### config.mk
export PLATFORM = sky130hd
export DESIGN_NAME = events_rate_sequencer
export DESIGN_NICKNAME = d
export VERILOG_FILES = /design/src/rtl/events_rate_sequencer.sv
export SDC_FILE = /design/constraint.sdc
export NUM_CORES = 1
export LEC_CHECK = 0
export BUFFER_PORTS_ARGS = -buffer_cell sky130_fd_sc_hd__buf_2
export CORE_MARGIN = 4
export CORE_UTILIZATION = 50
export DETAILED_ROUTE_END_ITERATION = 12
export MAX_ROUTING_LAYER = met4
export PLACE_DENSITY = 0.76
export SLEW_MARGIN = 30
export SYNTH_ARGS = -nofsm -noshare
export SYNTH_HDL_FRONTEND = slang
export SYNTH_SLANG_ARGS = --single-unit
### constraint.sdc
create_clock -name clk -period 1.8 [get_ports clk]
set_input_delay 0.09 -clock clk [delete_from_list [all_inputs] [get_ports clk]]
set_output_delay 0.09 -clock clk [all_outputs]
set_load 0.01 [all_outputs]
### src/rtl/events_rate_sequencer.sv
// Sequences an event-rate block: clears it, waits for its interval flag, reads
// and latches every channel count, then streams the counts out one word per
// handshake. It also keeps a frame counter and sticky overrun/timeout flags.
//
// Ports:
//   clk, reset_n      - rising-edge clock, async active-low reset
//   run               - level request for continuous acquisition
//   err_clear         - pulse, clears sticky overrun/timeout
//   rate_clear/read   - one-cycle strobes to the event-rate block
//   rate_ready        - interval-elapsed flag from the event-rate block
//   rate_count        - packed per-channel counts, channel i at [i*CL +: CL]
//   out_valid/ready   - stream handshake; out_data/out_channel/out_last payload
//   frame_id          - completed-frame counter (wraps at 2^16)
//   busy/overrun/timeout - status, sticky error flags
module events_rate_sequencer #(
    parameter int unsigned CHANNEL_NUMBER = 2,
    parameter int unsigned COUNTER_LENGTH = 24,
    parameter int unsigned TIMEOUT_CYCLES = 10000000
) (
    input  logic                                      clk,
    input  logic                                      reset_n,
    input  logic                                      run,
    input  logic                                      err_clear,
    output logic                                      rate_clear,
    output logic                                      rate_read,
    input  logic                                      rate_ready,
    input  logic [CHANNEL_NUMBER*COUNTER_LENGTH-1:0]  rate_count,
    output logic                                      out_valid,
    input  logic                                      out_ready,
    output logic [COUNTER_LENGTH-1:0]                 out_data,
    output logic [((CHANNEL_NUMBER > 1) ? $clog2(CHANNEL_NUMBER) : 1)-1:0] out_channel,
    output logic                                      out_last,
    output logic [15:0]                               frame_id,
    output logic                                      busy,
    output logic                                      overrun,
    output logic                                      timeout
);

    localparam int unsigned CH_W    = (CHANNEL_NUMBER > 1) ? $clog2(CHANNEL_NUMBER) : 1;
    localparam int unsigned DWELL_W = (TIMEOUT_CYCLES > 1) ? $clog2(TIMEOUT_CYCLES + 1) : 1;
    localparam logic [CH_W-1:0]    LAST_IDX  = CH_W'(CHANNEL_NUMBER - 1);
    localparam logic [DWELL_W-1:0] DWELL_END = DWELL_W'(TIMEOUT_CYCLES - 1);

    localparam logic [2:0] S_IDLE  = 3'd0;
    localparam logic [2:0] S_CLEAR = 3'd1;
    localparam logic [2:0] S_WAIT  = 3'd2;
    localparam logic [2:0] S_READ  = 3'd3;
    localparam logic [2:0] S_LATCH = 3'd4;
    localparam logic [2:0] S_SEND  = 3'd5;

    logic [2:0]                state_q, state_d;
    logic [DWELL_W-1:0]        dwell_q, dwell_d;
    logic [CH_W-1:0]           idx_q, idx_d;
    logic [COUNTER_LENGTH-1:0] buf_q [CHANNEL_NUMBER];
    logic [COUNTER_LENGTH-1:0] buf_d [CHANNEL_NUMBER];

    logic                      rate_clear_q, rate_clear_d;
    logic                      rate_read_q, rate_read_d;
    logic                      out_valid_q, out_valid_d;
    logic [COUNTER_LENGTH-1:0] out_data_q, out_data_d;
    logic [CH_W-1:0]           out_channel_q, out_channel_d;
    logic                      out_last_q, out_last_d;
    logic [15:0]               frame_id_q, frame_id_d;
    logic                      busy_q, busy_d;
    logic                      overrun_q, overrun_d;
    logic                      timeout_q, timeout_d;

    logic                      timeout_set;
    logic                      overrun_set;

    // Next-state, datapath and registered-output computation.
    always_comb begin
        state_d     = state_q;
        dwell_d     = '0;
        idx_d       = idx_q;
        frame_id_d  = frame_id_q;
        timeout_set = 1'b0;
        overrun_set = 1'b0;
        for (int i = 0; i < int'(CHANNEL_NUMBER); i++) begin
            buf_d[i] = buf_q[i];
        end

        case (state_q)
            S_IDLE: begin
                if (run) state_d = S_CLEAR;
            end
            S_CLEAR: begin
                state_d = run ? S_WAIT : S_IDLE;
            end
            S_WAIT: begin
                // Dropping run wins over both ready and timeout: no strobe follows.
                if (!run) begin
                    state_d = S_IDLE;
                end else if (rate_ready) begin
                    state_d = S_READ;
                end else if (dwell_q == DWELL_END) begin
                    timeout_set = 1'b1;
                    state_d     = S_CLEAR;
                end else begin
                    dwell_d = dwell_q + DWELL_W'(1);
                end
            end
            S_READ: begin
                state_d = S_LATCH;
            end
            S_LATCH: begin
                // Counts are valid here: the event-rate block registers them
                // one cycle after it sees rate_read.
                for (int i = 0; i < int'(CHANNEL_NUMBER); i++) begin
                    buf_d[i] = rate_count[i*COUNTER_LENGTH +: COUNTER_LENGTH];
                end
                idx_d   = '0;
                state_d = S_SEND;
            end
            S_SEND: begin
                overrun_set = rate_ready;
                if (out_ready) begin
                    if (idx_q == LAST_IDX) begin
                        frame_id_d = frame_id_q + 16'd1;
                        state_d    = run ? S_WAIT : S_IDLE;
                    end else begin
                        idx_d = idx_q + CH_W'(1);
                    end
                end
            end
            default: begin
                state_d = S_IDLE;
            end
        endcase

        // Sticky flags: a new set condition beats err_clear.
        overrun_d = overrun_set | (overrun_q & ~err_clear);
        timeout_d = timeout_set | (timeout_q & ~err_clear);

        // Outputs are registered images of the next state.
        rate_clear_d  = (state_d == S_CLEAR);
        rate_read_d   = (state_d == S_READ);
        busy_d        = (state_d != S_IDLE);
        out_valid_d   = (state_d == S_SEND);
        out_last_d    = out_valid_d && (idx_d == LAST_IDX);
        out_channel_d = out_valid_d ? idx_d : out_channel_q;
        out_data_d    = out_valid_d ? buf_d[idx_d] : out_data_q;
    end

    // State and output registers.
    always_ff @(posedge clk or negedge reset_n) begin
        if (!reset_n) begin
            state_q       <= S_IDLE;
            dwell_q       <= '0;
            idx_q         <= '0;
            for (int i = 0; i < int'(CHANNEL_NUMBER); i++) begin
                buf_q[i] <= '0;
            end
            rate_clear_q  <= 1'b0;
            rate_read_q   <= 1'b0;
            out_valid_q   <= 1'b0;
            out_data_q    <= '0;
            out_channel_q <= '0;
            out_last_q    <= 1'b0;
            frame_id_q    <= '0;
            busy_q        <= 1'b0;
            overrun_q     <= 1'b0;
            timeout_q     <= 1'b0;
        end else begin
            state_q       <= state_d;
            dwell_q       <= dwell_d;
            idx_q         <= idx_d;
            for (int i = 0; i < int'(CHANNEL_NUMBER); i++) begin
                buf_q[i] <= buf_d[i];
            end
            rate_clear_q  <= rate_clear_d;
            rate_read_q   <= rate_read_d;
            out_valid_q   <= out_valid_d;
            out_data_q    <= out_data_d;
            out_channel_q <= out_channel_d;
            out_last_q    <= out_last_d;
            frame_id_q    <= frame_id_d;
            busy_q        <= busy_d;
            overrun_q     <= overrun_d;
            timeout_q     <= timeout_d;
        end
    end

    assign rate_clear  = rate_clear_q;
    assign rate_read   = rate_read_q;
    assign out_valid   = out_valid_q;
    assign out_data    = out_data_q;
    assign out_channel = out_channel_q;
    assign out_last    = out_last_q;
    assign frame_id    = frame_id_q;
    assign busy        = busy_q;
    assign overrun     = overrun_q;
    assign timeout     = timeout_q;

endmodule

==> results.toml <==
[run_status]
status = "complete, no violations"

[global_route]
grt_first_pass_wirelength_um = 22800
grt_use_met1 = 0.280
grt_usage = 0.236
grt_max_degree = 60
antenna_found_initial = 0
top_usage_layer = "met2"
met2_usage = 0.383
grtUsageMet3 = 0.0606
grt_pass1_vias = 4657
overflow = 0

[floorplanning]
die_y_um = 111
boundaryPins = 102
design.core.area_um2 = 10300
start_util = 0.514
die_w_um = 111
fp.dieArea_um2 = 12300
rows = 37

[timing]
holdWs_ns = 0.163
min_period_ns = 1.75
setup_viol = 0
skew_ns = 0.0123
rsz0062_at_grt = "true"
drv_slew = 0
slew_headroom = 0.698
period_share = 0.975
hold_viol_final = 0
setup-tns-final_ns = 0
max_freq_ghz = 0.570
worstMarginPinSlew_ns = 0.452

[placement]
placedInstanceArea_um2 = 6270
hpwl_um = 8030
gp_congestion = 0.896
portBuffers = 101

[clock_tree]
cts.path.max_buffers = 2
cts-root-buf = "clkbuf_8"
numCtsBuffers = 17
cts_sinks = 124
cts.clk_slew.worst_paths_ns = 0.07
cts_tree = "yes"
insertion_delay_ns = 0.52
htree_levels = 4

[finish]
fin_nets = 701
final_common_cell = "dfrtp_1"
drive_gt1_frac = 0.371
syn2layout_area_growth_pct = 42.2
final_cell_mix = "124 x dfrtp_1, 100 x buf_2, 54 x dlygate4sd3_1, 42 x mux2_2, 39 x nand2_1"
diodes = 0
fin_area_um2 = 7550

[worst_setup_path]
path_cells = "nor3b_2 > buf_6 > buf_12 > mux2_4 > mux2i_2 > o21ai_0"
slowest_delay_ns = 0.39
worst_ep_arrival_time_ns = 2.14
cp_slowest_cell = "dfrtp_1"
startpoint_type = "flip-flop"
crit_path_end_kind = "flip-flop"
critical_path.top_delay_family = "multiplexers"
path_buf_inv = 2
criticalPathCategory = "reg -> reg"
critPathRequiredTime_ns = 2.18
cp_max_fo = 17

[synthesis]
ys.flop_type = "dfrtp_1"
ys_seq_elements = 124
yosysUniqueCellTypes = 43
synth_area_per_cell_um2 = 11.9
synth_async_sr_flop_share = 1.00
syn_nets = 503
synth-seq-area-share = 0.584
synthesis.area_um2 = 5310
yosys_warnings = 0
synth_edf_count = 0
synth_cells = 447

[run]
maxCapViolCount = 0

[hold_path]
worstHoldPathType = "in -> async"

[detailed_routing]
vias = 4326
avgRoutedWirePerCell_um = 17.7
drtPass1Iterations = 5
antenna_left = 0
vias_per_cell = 5.45
drt-initial-drc-count = 321
drc = 0
finalWirelength_um = 14100

[power_and_ir_drop]
p_leak_nw = 3.55
power_density_nw_per_um2 = 1460
ir_drop_uv = 825
[cells by family (layout without fill, tap and decap cells)]
logic type / Yosys count / in the layout / synth area share
and+or+nand+nor: 133 / 133 / 0.130
DFF: 124 / 124 / 0.584
muxes: 73 / 73 / 0.149
AOI/OAI and AO/OA: 57 / 57 / 0.0622
buffers and inverters: 30 / 241 / 0.0238
xor gates and xnor gates: 28 / 28 / 0.0462
adders and majority gates: 2 / 2 / 0.00471
[tightest hold or removal path, stage by stage]
cell           delay (ns)
dlygate4sd3_1        0.53
buf_4                0.16
buf_12               0.27
[layer usage]
layer  share of wire  vias up
li1                -     1996
met1            0.41     2109
met2            0.50      171
met3           0.053       50
met4           0.034        0
met5               0        -
[power by group]
group          leakage, nW  switching (W)  internal, W
Clock                0.278        0.00138      0.00188
Sequential            1.59       0.000483      0.00372
Combinational         1.69        0.00172      0.00188
Total                 3.55        0.00358      0.00748
[sequential cells by signal (all words and copies together), names as in the netlist]
name	flops
buf_q	48
busy	1
dwell_q	24
frame_id	16
idx_q	1
out_channel	1
out_data	24
out_last	1
out_valid	1
overrun	1
rate_clear	1
rate_read	1
state_q	3
timeout	1
[metrics by stage]
| stage | setup WS, ns | power [W] | cells | utilization |
|---|---|---|---|---|
| after global placement | 0.0693 | 0.00721 | 699 | 0.608 |
| after detailed placement | 0.0292 | 0.00741 | 699 | 0.608 |
| after floorplan | -0.00941 | 0.00619 | 447 | - |
| final | 0.0455 | 0.0111 | 794 | 0.732 |
| after global routing | -0.0288 | 0.0116 | 794 | 0.732 |
| after CTS | 0.00821 | 0.0108 | 786 | 0.718 |
[path summary, 6_finish.rpt]
path,endpoint,cells after the start,startpoint,slack [ns]
min in group clk,timeout,3,err_clear,0.33
max,out_data[6],6,state_q[0],0.05
min reg2reg,frame_id[15],1,frame_id[15],0.48
max in group asynchronous,buf_q[22],3,reset_n,0.81
max reg2reg,out_data[6],6,state_q[0],0.05
min,dwell_q[7],3,reset_n,0.16
[repair_timing]
| item | CTS | global route |
|---|---|---|
| pin swaps | 0 | 4 |
| buffers inserted | 0 | 8 |
| resized for setup | 0 | 23 |
| cloned | 1 | 0 |
| endpoints found under the setup margin | 2 | 44 |
| endpoints found under the hold margin | 180 | 0 |
| hold buffers | 54 | 0 |
[cells in the mapped netlist, drive strengths merged (11+ instances only)]
library cell  number  area, um2
a21oi             11       55.1
clkbuf            13       48.8
dfrtp            124       3100
mux2              49        552
mux2i             24        240
nand2             40        150
nand3             18       90.1
nand4             16        106
nor2              24       90.1
o21ai             32        160
xnor2             19        166
[layout make-up]
type | instances | area [um2]
Inverter | 8 | 30.0
Tap cell | 136 | 170
Sequential cell | 124 | 3100
Multi-Input combinational cell | 293 | 2170
Fill cell | 651 | 2770
Clock buffer | 17 | 414
Timing Repair Buffer | 201 | 1510
Clock inverter | 15 | 153
Power figures use the tool's default switching activity.
